$ cat config.mk
export PLATFORM = sky130hd
export DESIGN_NAME = mnist_result_collector_flat
export DESIGN_NICKNAME = d
export VERILOG_FILES = /design/src/rtl/mnist_result_collector_if.sv /design/src/rtl/mnist_result_collector.sv /design/src/flat_wrapper.sv
export SDC_FILE = /design/constraint.sdc
export NUM_CORES = 1
export LEC_CHECK = 0
export CAP_MARGIN = 15
export CORE_UTILIZATION = 45
export CTS_BUF_LIST = sky130_fd_sc_hd__clkbuf_8
export DETAILED_ROUTE_END_ITERATION = 6
export GPL_ROUTABILITY_DRIVEN = 0
export RECOVER_POWER = 25
export SETUP_SLACK_MARGIN = 0.4
export SLEW_MARGIN = 20
export SYNTH_ARGS = -nofsm -noshare
export SYNTH_HDL_FRONTEND = slang
export SYNTH_SLANG_ARGS = --single-unit
$ cat constraint.sdc
create_clock -name clk -period 3.7 [get_ports clk]
set_clock_uncertainty 0.2 [all_clocks]
set_input_delay 0.37 -clock clk [delete_from_list [all_inputs] [get_ports clk]]
set_output_delay 0.37 -clock clk [all_outputs]
set_load 0.02 [all_outputs]
$ cat src/rtl/mnist_result_collector_if.sv
// Handshake bundle between the network core / readback host and the result collector.
// master drives frame/score/readback-select; slave returns prediction and status.
interface mnist_result_collector_if #(
  parameter int SCORE_WIDTH = 32
);
  logic                   frame_start;
  logic [SCORE_WIDTH-1:0] result;
  logic                   result_valid;
  logic [3:0]             rd_idx;
  logic [3:0]             digit;
  logic [SCORE_WIDTH-1:0] max_score;
  logic                   done;
  logic                   busy;
  logic                   timeout;
  logic [SCORE_WIDTH-1:0] rd_score;

  modport master (
    output frame_start, result, result_valid, rd_idx,
    input  digit, max_score, done, busy, timeout, rd_score
  );

  modport slave (
    input  frame_start, result, result_valid, rd_idx,
    output digit, max_score, done, busy, timeout, rd_score
  );
endinterface

$ cat src/rtl/mnist_result_collector.sv
// Collects NUM_CLASSES signed class scores per frame, tracks the running argmax and
// publishes the predicted digit; abandons a frame that stalls for TIMEOUT_CYCLES.
module mnist_result_collector #(
  parameter int NUM_CLASSES    = 10,
  parameter int SCORE_WIDTH    = 32,
  parameter int TIMEOUT_CYCLES = 5000000
) (
  input  logic clk,
  input  logic rst_n,
  mnist_result_collector_if.slave bus
);
  localparam int CW = $clog2(NUM_CLASSES + 1);
  localparam int TW = (TIMEOUT_CYCLES > 1) ? $clog2(TIMEOUT_CYCLES) : 1;

  typedef enum logic [1:0] {IDLE, COLLECT, DONE} state_e;

  state_e                        state_q;
  logic [CW-1:0]                 cnt_q;
  logic [TW-1:0]                 tmr_q;
  logic signed [SCORE_WIDTH-1:0] score_q [NUM_CLASSES];
  logic signed [SCORE_WIDTH-1:0] run_max_q;
  logic [3:0]                    run_idx_q;
  logic [3:0]                    digit_q;
  logic signed [SCORE_WIDTH-1:0] max_q;
  logic                          done_q;
  logic                          to_q;

  logic                          new_wins;
  logic signed [SCORE_WIDTH-1:0] max_d;
  logic [3:0]                    idx_d;
  logic                          last_valid;
  logic                          tmr_expired;

  // First score of a frame loads unconditionally; later ones need strictly greater, so ties keep the lower index.
  assign new_wins    = (cnt_q == '0) || ($signed(bus.result) > run_max_q);
  assign max_d       = new_wins ? $signed(bus.result) : run_max_q;
  assign idx_d       = new_wins ? 4'(cnt_q) : run_idx_q;
  assign last_valid  = bus.result_valid && (cnt_q == CW'(NUM_CLASSES - 1));
  assign tmr_expired = (tmr_q == TW'(TIMEOUT_CYCLES - 1));

  always_ff @(posedge clk or negedge rst_n) begin
    if (!rst_n) begin
      state_q   <= IDLE;
      cnt_q     <= '0;
      tmr_q     <= '0;
      run_max_q <= '0;
      run_idx_q <= '0;
      digit_q   <= 4'hF;
      max_q     <= '0;
      done_q    <= 1'b0;
      to_q      <= 1'b0;
      for (int i = 0; i < NUM_CLASSES; i++) score_q[i] <= '0;
    end else begin
      done_q <= 1'b0;
      to_q   <= 1'b0;
      if (bus.frame_start) begin
        // frame_start overrides any coincident result_valid; stored scores survive until overwritten
        state_q   <= COLLECT;
        cnt_q     <= '0;
        tmr_q     <= '0;
        run_max_q <= '0;
        run_idx_q <= '0;
      end else if (state_q == COLLECT) begin
        if (bus.result_valid) begin
          score_q[cnt_q] <= bus.result;
          cnt_q          <= cnt_q + 1'b1;
          run_max_q      <= max_d;
          run_idx_q      <= idx_d;
        end
        if (last_valid) begin
          state_q <= DONE;
          done_q  <= 1'b1;
          digit_q <= idx_d;
          max_q   <= max_d;
          tmr_q   <= '0;
        end else if (tmr_expired) begin
          state_q <= IDLE;
          to_q    <= 1'b1;
          digit_q <= 4'hF;
          max_q   <= '0;
          tmr_q   <= '0;
        end else begin
          tmr_q <= tmr_q + 1'b1;
        end
      end
    end
  end

  always_comb begin
    bus.rd_score = '0;
    if ({28'd0, bus.rd_idx} < NUM_CLASSES) bus.rd_score = score_q[bus.rd_idx];
  end

  assign bus.digit     = digit_q;
  assign bus.max_score = max_q;
  assign bus.done      = done_q;
  assign bus.busy      = (state_q == COLLECT);
  assign bus.timeout   = to_q;
endmodule

$ cat src/flat_wrapper.sv
// flat-port wrapper written by rule: the top's interface ports become plain ports
module mnist_result_collector_flat 
#(
  parameter int NUM_CLASSES    = 10,
  parameter int SCORE_WIDTH    = 32,
  parameter int TIMEOUT_CYCLES = 5000000
)
  (clk, rst_n, bus_frame_start, bus_result, bus_result_valid, bus_rd_idx, bus_digit, bus_max_score, bus_done, bus_busy, bus_timeout, bus_rd_score);
  mnist_result_collector_if #(.SCORE_WIDTH(SCORE_WIDTH)) bus_i ();
  input  logic clk;
  input  logic rst_n;
  input wire logic [$bits(bus_i.frame_start)-1:0] bus_frame_start;
  input wire logic [$bits(bus_i.result)-1:0] bus_result;
  input wire logic [$bits(bus_i.result_valid)-1:0] bus_result_valid;
  input wire logic [$bits(bus_i.rd_idx)-1:0] bus_rd_idx;
  output wire logic [$bits(bus_i.digit)-1:0] bus_digit;
  output wire logic [$bits(bus_i.max_score)-1:0] bus_max_score;
  output wire logic [$bits(bus_i.done)-1:0] bus_done;
  output wire logic [$bits(bus_i.busy)-1:0] bus_busy;
  output wire logic [$bits(bus_i.timeout)-1:0] bus_timeout;
  output wire logic [$bits(bus_i.rd_score)-1:0] bus_rd_score;
  assign bus_i.frame_start = bus_frame_start;
  assign bus_i.result = bus_result;
  assign bus_i.result_valid = bus_result_valid;
  assign bus_i.rd_idx = bus_rd_idx;
  assign bus_digit = bus_i.digit;
  assign bus_max_score = bus_i.max_score;
  assign bus_done = bus_i.done;
  assign bus_busy = bus_i.busy;
  assign bus_timeout = bus_i.timeout;
  assign bus_rd_score = bus_i.rd_score;
  mnist_result_collector #(.NUM_CLASSES(NUM_CLASSES), .SCORE_WIDTH(SCORE_WIDTH), .TIMEOUT_CYCLES(TIMEOUT_CYCLES)) u_core (.clk(clk), .rst_n(rst_n), .bus(bus_i));
endmodule
==> metrics list, run 1 <==
- Summed over all nets, wire length on met2 after detailed routing comes to 25200 um.
- Failing checks: capacitance limit, slew limit
* Switching power as a share of total power: 25.6%
- Arrival time at the worst endpoint: between 2000 and 3000 ps
- Proportion of power drawn by flip-flops and latches: 48.2%
- Number of placement rows: 76
* Final Hold Viols: 0
* Number of warning messages in the yosys log: 0
- The first routing iteration left between 700 and 800 violations.
- Average wire length per cell after detail routing: approximately 22 um
- Synthesized cell area: 0.0199 sq mm
- In this run the tightest slew margin relative to its limit is -63.2%.
* Final net count: 1784
- Post-placement cell area: 0.0222 sq mm
- Total clock sinks: 423
- GRT Util Overall: 24.6%
- In the layout the commonest cells are sky130_fd_sc_hd__dfrtp_1 (419), sky130_fd_sc_hd__mux2_2 (311), sky130_fd_sc_hd__nand2_1 (191).
- In the routed layout, each cell is associated on average with a via count of 5.69.
* Transition time at the pin with the least slew margin: 2450 ps
- Final worst slack: 504 ps
- Peak supply drop: 0.202 mV
- Synthesized Nets: 1638
* Setup Fix Bufs, Post-CTS: 0
- Leading register cell type out of synthesis: sky130_fd_sc_hd__dfrtp_1
- In the routed design, unresolved DRC markers number 0.
* R2R Setup Slk: 560 ps
- Averaged over all synthesized cells, the footprint is 12.7 sq um.
* Power per cell area: 467 mW/mm^2
- Internal power summed over all cells: 8.20 mW
- The slowest stage of the critical path is the sky130_fd_sc_hd__clkdlybuf4s50_1 cell.
- The flow ran to the end, but the final reports show violations.
* Clock share of power: 37.4%
- The detailed router put a total of 23700 um of wire on met1.
- Final WL: 52400 um
* Required time worst endpoint: 3130 ps
- Total negative slack for setup checks: 0 ps
- CTS built an H-tree with a depth of 3.
- Across the run, the number of max-cap violations was 1.
* Final non-filler cell area: 0.0236 sq mm
- The core region is 0.0433 sq mm.
* Element type at the critical path start: register
- The tightest min-delay check is of the reg2reg type.
- Ports placed on the boundary: 111
- On the worst path, the slowest cell contributes a delay of 620 ps.
- Along the worst path, the maximum fanout reaches 2.
- Clock-pin slew was measured on the worst setup and hold paths at 60 ps.
- Total number of vias: 13300
* Detailed-routing iteration count for the pre-antenna-repair pass: 5
- The count of buffers added on input and output ports is 110.
- The final-report max-slew violation count came to between 80 and 90.
- The floorplan step set the die height to 212 um.
- Share of cells above drive strength 1: 34.2%
* Minimum clock period: about 3200 ps
- The filler cells instantiated in the layout total around 3600.
* Number of synthesized register bits: 423
- Leading cell type in the layout, fill and taps excluded: sky130_fd_sc_hd__dfrtp_1
- Setup violations remaining at the end of the flow were counted as 0.
- TritonCTS built the clock tree.
- Psw: between 2 and 3 mW
- Total power of the final layout: 11.0 mW
* Leakage component of the power: 11.0 nW
* Number of antenna repair diodes: 0
* Clock tree root buffer cell: sky130_fd_sc_hd__clkbuf_8
- Static timing analysis puts the maximum clock frequency at ~0.31 GHz.
* Via count of the first global-routing pass: 14300
* Total CTS buffers: 73
* Initial antenna violation count: 0
- Of the total power, combinational logic draws 14.3%.
* Worst Path Class, Setup: reg2out
* Unique cell type count in the Yosys netlist: between 50 and 60
* Share of flip-flops with an asynchronous set or reset after synthesis: 100%
- Number of antenna-violating nets in the routed design: 0
- For the worst-skew pair, the clock arrives at the later sink with an insertion delay of 620 ps.
- Traced cell by cell, the critical path runs through mux4_2 -> a221oi_1 -> a21oi_1 -> clkdlybuf4s50_1.
- The die is 212 um wide.
- STA classifies the critical path endpoint as a primary output.
- Met3 Wirelength: about 2300 um
* Part of the Yosys area used for sequential elements: between 50% and 60%
* Post-placement setup slack: roughly 79 ps
* Die outline area: 0.0450 sq mm
* Initial cell density of the core: 45.9%
- Entering global routing, the biggest net connects 93 pins.
- The clock passes through at most 3 buffers.
* Setup repair after global routing missed its margin: yes
- Wire length of the first global-routing pass: 83800 um
- Global route overflow: 0
* Number of enable-type register cells in the synthesized netlist: 0
- Layout overhead on the synthesized area: 18.8%
- Number of instances in the synthesized netlist: about 1600
- Share of the clock period used by the worst path: ~86%
* Half-perimeter wire length of the detailed placement result: roughly 34000 um
- Signal routing reaches up to met4.
what timing repair did:
item / CTS / global route
gates resized for setup: 0 / 2
hold endpoints to repair: 86 / 0
endpoints found under the setup margin: 0 / 8
hold buffers: 1 / 0
kinds of logic after synthesis:
group	share of synthesized area, %
buf+inv	3.43
simple gates	7.75
compound gates	7.31
xor+xnor	0.927
mux	24.9
flops	53.4
fa+ha+maj	2.33
registers in the layout, summed over array words and instances, names as in the netlist:
| register | count |
|---|---|
| u_core.cnt_q | 4 |
| u_core.run_idx_q | 4 |
| u_core.score_q | 320 |
| u_core.run_max_q | 32 |
| u_core.bus.digit | 4 |
| u_core.bus.done | 1 |
| u_core.tmr_q | 23 |
| u_core.bus.timeout | 1 |
| u_core.bus.max_score | 32 |
| u_core.state_q | 2 |
power by group through the flow:
stage | clock network, mW | registers, mW | logic (mW)
after global routing | 4.46 | 5.37 | 1.72
after detailed placement | 0 | 5.39 | 1.59
after floorplan | 0 | 5.31 | 1.04
after global placement | 0 | 5.36 | 1.56
after CTS | 4.26 | 5.31 | 1.60
final | 4.13 | 5.31 | 1.58
synthesized netlist by cell type, drive strengths merged (16+ instances only):
cell type	count	area share, %
ha	37	2.3
o311ai	32	1.5
a221oi	32	1.4
or3	30	0.95
buf	34	0.82
a21oi	49	1.2
clkbuf	97	1.8
o21ai	26	0.66
xor2	16	0.71
dfrtp	419	53
inv	41	0.78
nor2	38	0.73
nand2	199	3.8
nand3	19	0.48
a22o	35	1.5
mux2	311	18
mux4	64	7.3
routing by layer:
layer  global-route usage (%)  up-vias
met5                        0        -
met4                     7.97        0
met3                     4.09       79
met2                     39.6      327
met1                     33.8     6927
li1                         -     5958
worst max-delay path, delay by kind of cell, from the launching register on:
family / cells / cell delay [ps]
multiplexers: 1 / 490
flip-flops: 1 / 370
buffers and inverters: 1 / 620
AO/OA/AOI/OAI: 2 / 520
stage by stage:
| stage | cells | util [%] | hold WS [ps] |
|---|---|---|---|
| CTS | 2335 | 54.5 | 173 |
| global route | 2335 | 54.5 | 294 |
| detailed placement | 2216 | 51.3 | 250 |
| floorplan | 1561 | - | -126 |
| finish | 2335 | 54.5 | 276 |
| global placement | 2216 | 51.3 | 248 |
path summary, 6_finish.rpt:
check | start | end | cells past startpoint
worst max-delay path | u_core.score_q[197] | bus_rd_score[5] | 4
worst min-delay path | u_core.score_q[24] | u_core.score_q[24] | 2
worst max register to register | u_core.run_max_q[23] | u_core.bus.max_score[18] | 10
worst min register to register | u_core.score_q[24] | u_core.score_q[24] | 2
max in group asynchronous | rst_n | u_core.bus.digit[0] | 3
min in group asynchronous | rst_n | u_core.score_q[122] | 2
final cells by class:
class,instances,area [sq um],share of cell area [%]
clock buffer,95,1310,5.54
clock inverter,23,98.8,0.419
inverter,41,154,0.653
multi-input combinational,966,8620,36.5
sequential,423,10600,44.9
tap,585,732,3.10
timing repair buffer,202,2080,8.83
(Power assumes the default switching activity.)
==> run 2, diff against run 1 <==
Settings changed: PLACE_DENSITY_LB_ADDON set to 0.25.
==> metrics list, run 2 (synthesis gave the netlist of run 1 again) <==
- Result of the run: finished with violations (unchanged).
- Failing checks: capacitance limit, slew limit (unchanged).
* Detailed-routing iteration count for the pre-antenna-repair pass: 5 (unchanged)
* GRT Util Overall: 23.9% (was 24.6%)
* Die Span X: 212 um (unchanged)
* Kind of capture point of the worst setup path: register (was primary output)
- Routed length on met2: 24700 um (was 25200 um)
- The remaining number of nets flagged by the antenna check after routing is 0 (unchanged).
* Layout overhead on the synthesized area: 18.4% (was 18.8%)
- Top layer used by detailed routing: met4 (unchanged)
- Die Y: 212 um (unchanged)
- The flip-flop count of the largest register, all copies and words added is 320 (unchanged).
- The time the final worst path needs with I/O delays and setup came to 3200 ps (about the same).
* Final net count: 1779 (was 1784)
* CTS clk-pin slew, worst paths: 60 ps (about the same)
* Total negative slack for setup checks: 0 ps (unchanged)
- The number of buffers created by CTS is 72 (was 73).
- Number of vias per cell: 5.75 (was 5.69)
- The peak ir drop on the vdd network came to 0.208 mV (was 0.202 mV).
- The highest net fanout along the worst path came to 23 (was 2).
- Hold slack: 191 ps (was 276 ps)
* Final worst slack: 497 ps (was 504 ps)
* Number of buffers inserted by port buffering: 110 (unchanged)
- Element type at the critical path start: register (unchanged)
- The sum of net half-perimeters after detailed placement is 32800 um (was 33900 um).
- Via count of the first global-routing pass: 14000 (was 14300)
- The sum of overflow across all layers after global routing is 0 (unchanged).
- Drt initial violations: 873 (was 771)
- The vias after detailed routing was 13400 (was 13300).
* Total clock sinks: 423 (unchanged)
* Required time worst endpoint: 3950 ps (was 3130 ps)
- The total setup violations reported at the end of the flow came to 0 (unchanged).
* Final-report max-slew violation count: 62 (was 89)
* Max clock buf depth: 3 (unchanged)
- The wire length per cell was 22.2 um (was 22.4 um).
- The pin count of the biggest net entering global routing is 101 (was 93).
- Worst min-delay path category: in2async (was reg2reg)
- Leakage component of the power: 11.0 nW (about the same)
- The starting utilization of the core area was 45.9% (unchanged).
- The length of routed met3 wiring came to 2470 um (was 2330 um).
- The power per standard cell area was 471 mW/mm^2 (was 467 mW/mm^2).
- Setup repair after global routing missed its margin: no (was yes)
* Clock network latency to the later pin of the worst-skew pair: 610 ps (was 620 ps)
- The final critical-path share of the clock period was 86.6% (was 86.4%).
- Transition time at the pin with the least slew margin: 1560 ps (was 2450 ps)
- The initial antenna violation count is 0 (unchanged).
- Top library cells by usage in the layout, fill and taps aside: sky130_fd_sc_hd__dfrtp_1 (419), sky130_fd_sc_hd__mux2_2 (311), sky130_fd_sc_hd__nand2_1 (191) (unchanged)
* Ports placed on the boundary: 111 (unchanged)
* Final Hold Viols: 0 (unchanged)
- The full die area was 0.0450 sq mm (unchanged).
- The floorplan row count is 76 (unchanged).
- Relative slew slack: -3.75% (was -63.2%)
- Post-placement setup slack: 65.0 ps (was 78.7 ps)
- Wire length on met1: 23200 um (was 23700 um)
- The kind of critical path is reg2reg (was reg2out).
* CTS tree: done (unchanged)
* Post-Place Cells: 2212 (was 2216)
* CTS H-Tree Depth: 3 (unchanged)
- Wire length of the first global-routing pass: 81600 um (was 83800 um)
- The placeable core region is 0.0433 sq mm (unchanged).
- The filler-free cell count of the finished design is 2337 (was 2335).
* Arrival time at the worst endpoint: 3460 ps (was 2630 ps)
- The number of violations of the max-capacitance limit came to 1 (unchanged).
- Final WL: 51800 um (was 52400 um)
- Largest register by flop count: u_core.score_q (unchanged)
- Leading cell type in the layout, fill and taps excluded: sky130_fd_sc_hd__dfrtp_1 (unchanged)
* Clock tree root buffer cell: sky130_fd_sc_hd__clkbuf_8 (unchanged)
* Post-detailed-route DRC marker count: 0 (unchanged)
- Number of filler instances in the final layout: 3626 (was 3647)
- Share of cells above drive strength 1: 33.8% (was 34.2%)
* Final standard cell utilization of the core: 54.3% (was 54.5%)
* Maximum frequency from static timing analysis: 0.312 GHz (was 0.313 GHz)
## run 2: worst paths after layout
check / startpoint / endpoint / slack [ps] / depth (start not counted)
worst max-delay path: u_core.run_max_q[23] / u_core.bus.max_score[17] / 500 / 10
worst min-delay path: rst_n / u_core.score_q[89] / 190 / 2
worst max register to register: u_core.run_max_q[23] / u_core.bus.max_score[17] / 500 / 10
worst min register to register: u_core.state_q[0] / u_core.state_q[0] / 270 / 1
max in group asynchronous: rst_n / u_core.score_q[142] / 1070 / 3
min in group clk: u_core.state_q[0] / u_core.state_q[0] / 270 / 1
## run 2: through the flow
stage	power, mW	cell area (sq um)
4_1_cts	11.2	23500
5_1_grt	11.6	23500
2_1_floorplan	6.35	19900
3_3_place_gp	6.90	22100
6_report	11.1	23500
3_5_place_dp	6.96	22100
## run 2: final cells by class
class | instances | area (sq um) | share of cell area (%)
diodes | 1 | 2.50 | 0.0106
clock buffers | 97 | 1340 | 5.68
clock inverters | 26 | 104 | 0.442
inverters | 41 | 154 | 0.655
multi-input cells | 966 | 8620 | 36.7
flip-flops and latches | 423 | 10600 | 45.0
well taps | 585 | 732 | 3.11
repair buffers | 198 | 1970 | 8.38
## run 2: metal layers
layer  vias up  track usage, %
met5         -               0
met4         0            8.32
met3        94            4.25
met2       366            38.2
met1      6997            32.8
li1       5990               -
## run 2: power breakdown
group / internal [mW] / switching (mW)
sequential: 5.09 / 0.229
clock: 2.32 / 1.88
combinational: 0.824 / 0.734
total: 8.23 / 2.84
## run 2: repair_timing
action                                  CTS  global route
endpoints found under the setup margin    0            20
setup buffers                             0             0
gates resized for setup                   0             3
hold endpoints to repair                 90             0
hold buffers                              1             0
## run 2: worst max-delay path, cell delays in order (launching register included)
cell                       delay (ps)
sky130_fd_sc_hd__dfrtp_1          380
sky130_fd_sc_hd__inv_1            100
sky130_fd_sc_hd__ha_1             250
sky130_fd_sc_hd__a21oi_1          140
sky130_fd_sc_hd__o21ai_0          200
sky130_fd_sc_hd__a221o_1          400
sky130_fd_sc_hd__or4_4            560
sky130_fd_sc_hd__o311ai_4         120
sky130_fd_sc_hd__nor2_2           130
sky130_fd_sc_hd__buf_12           180
sky130_fd_sc_hd__o311ai_0         370
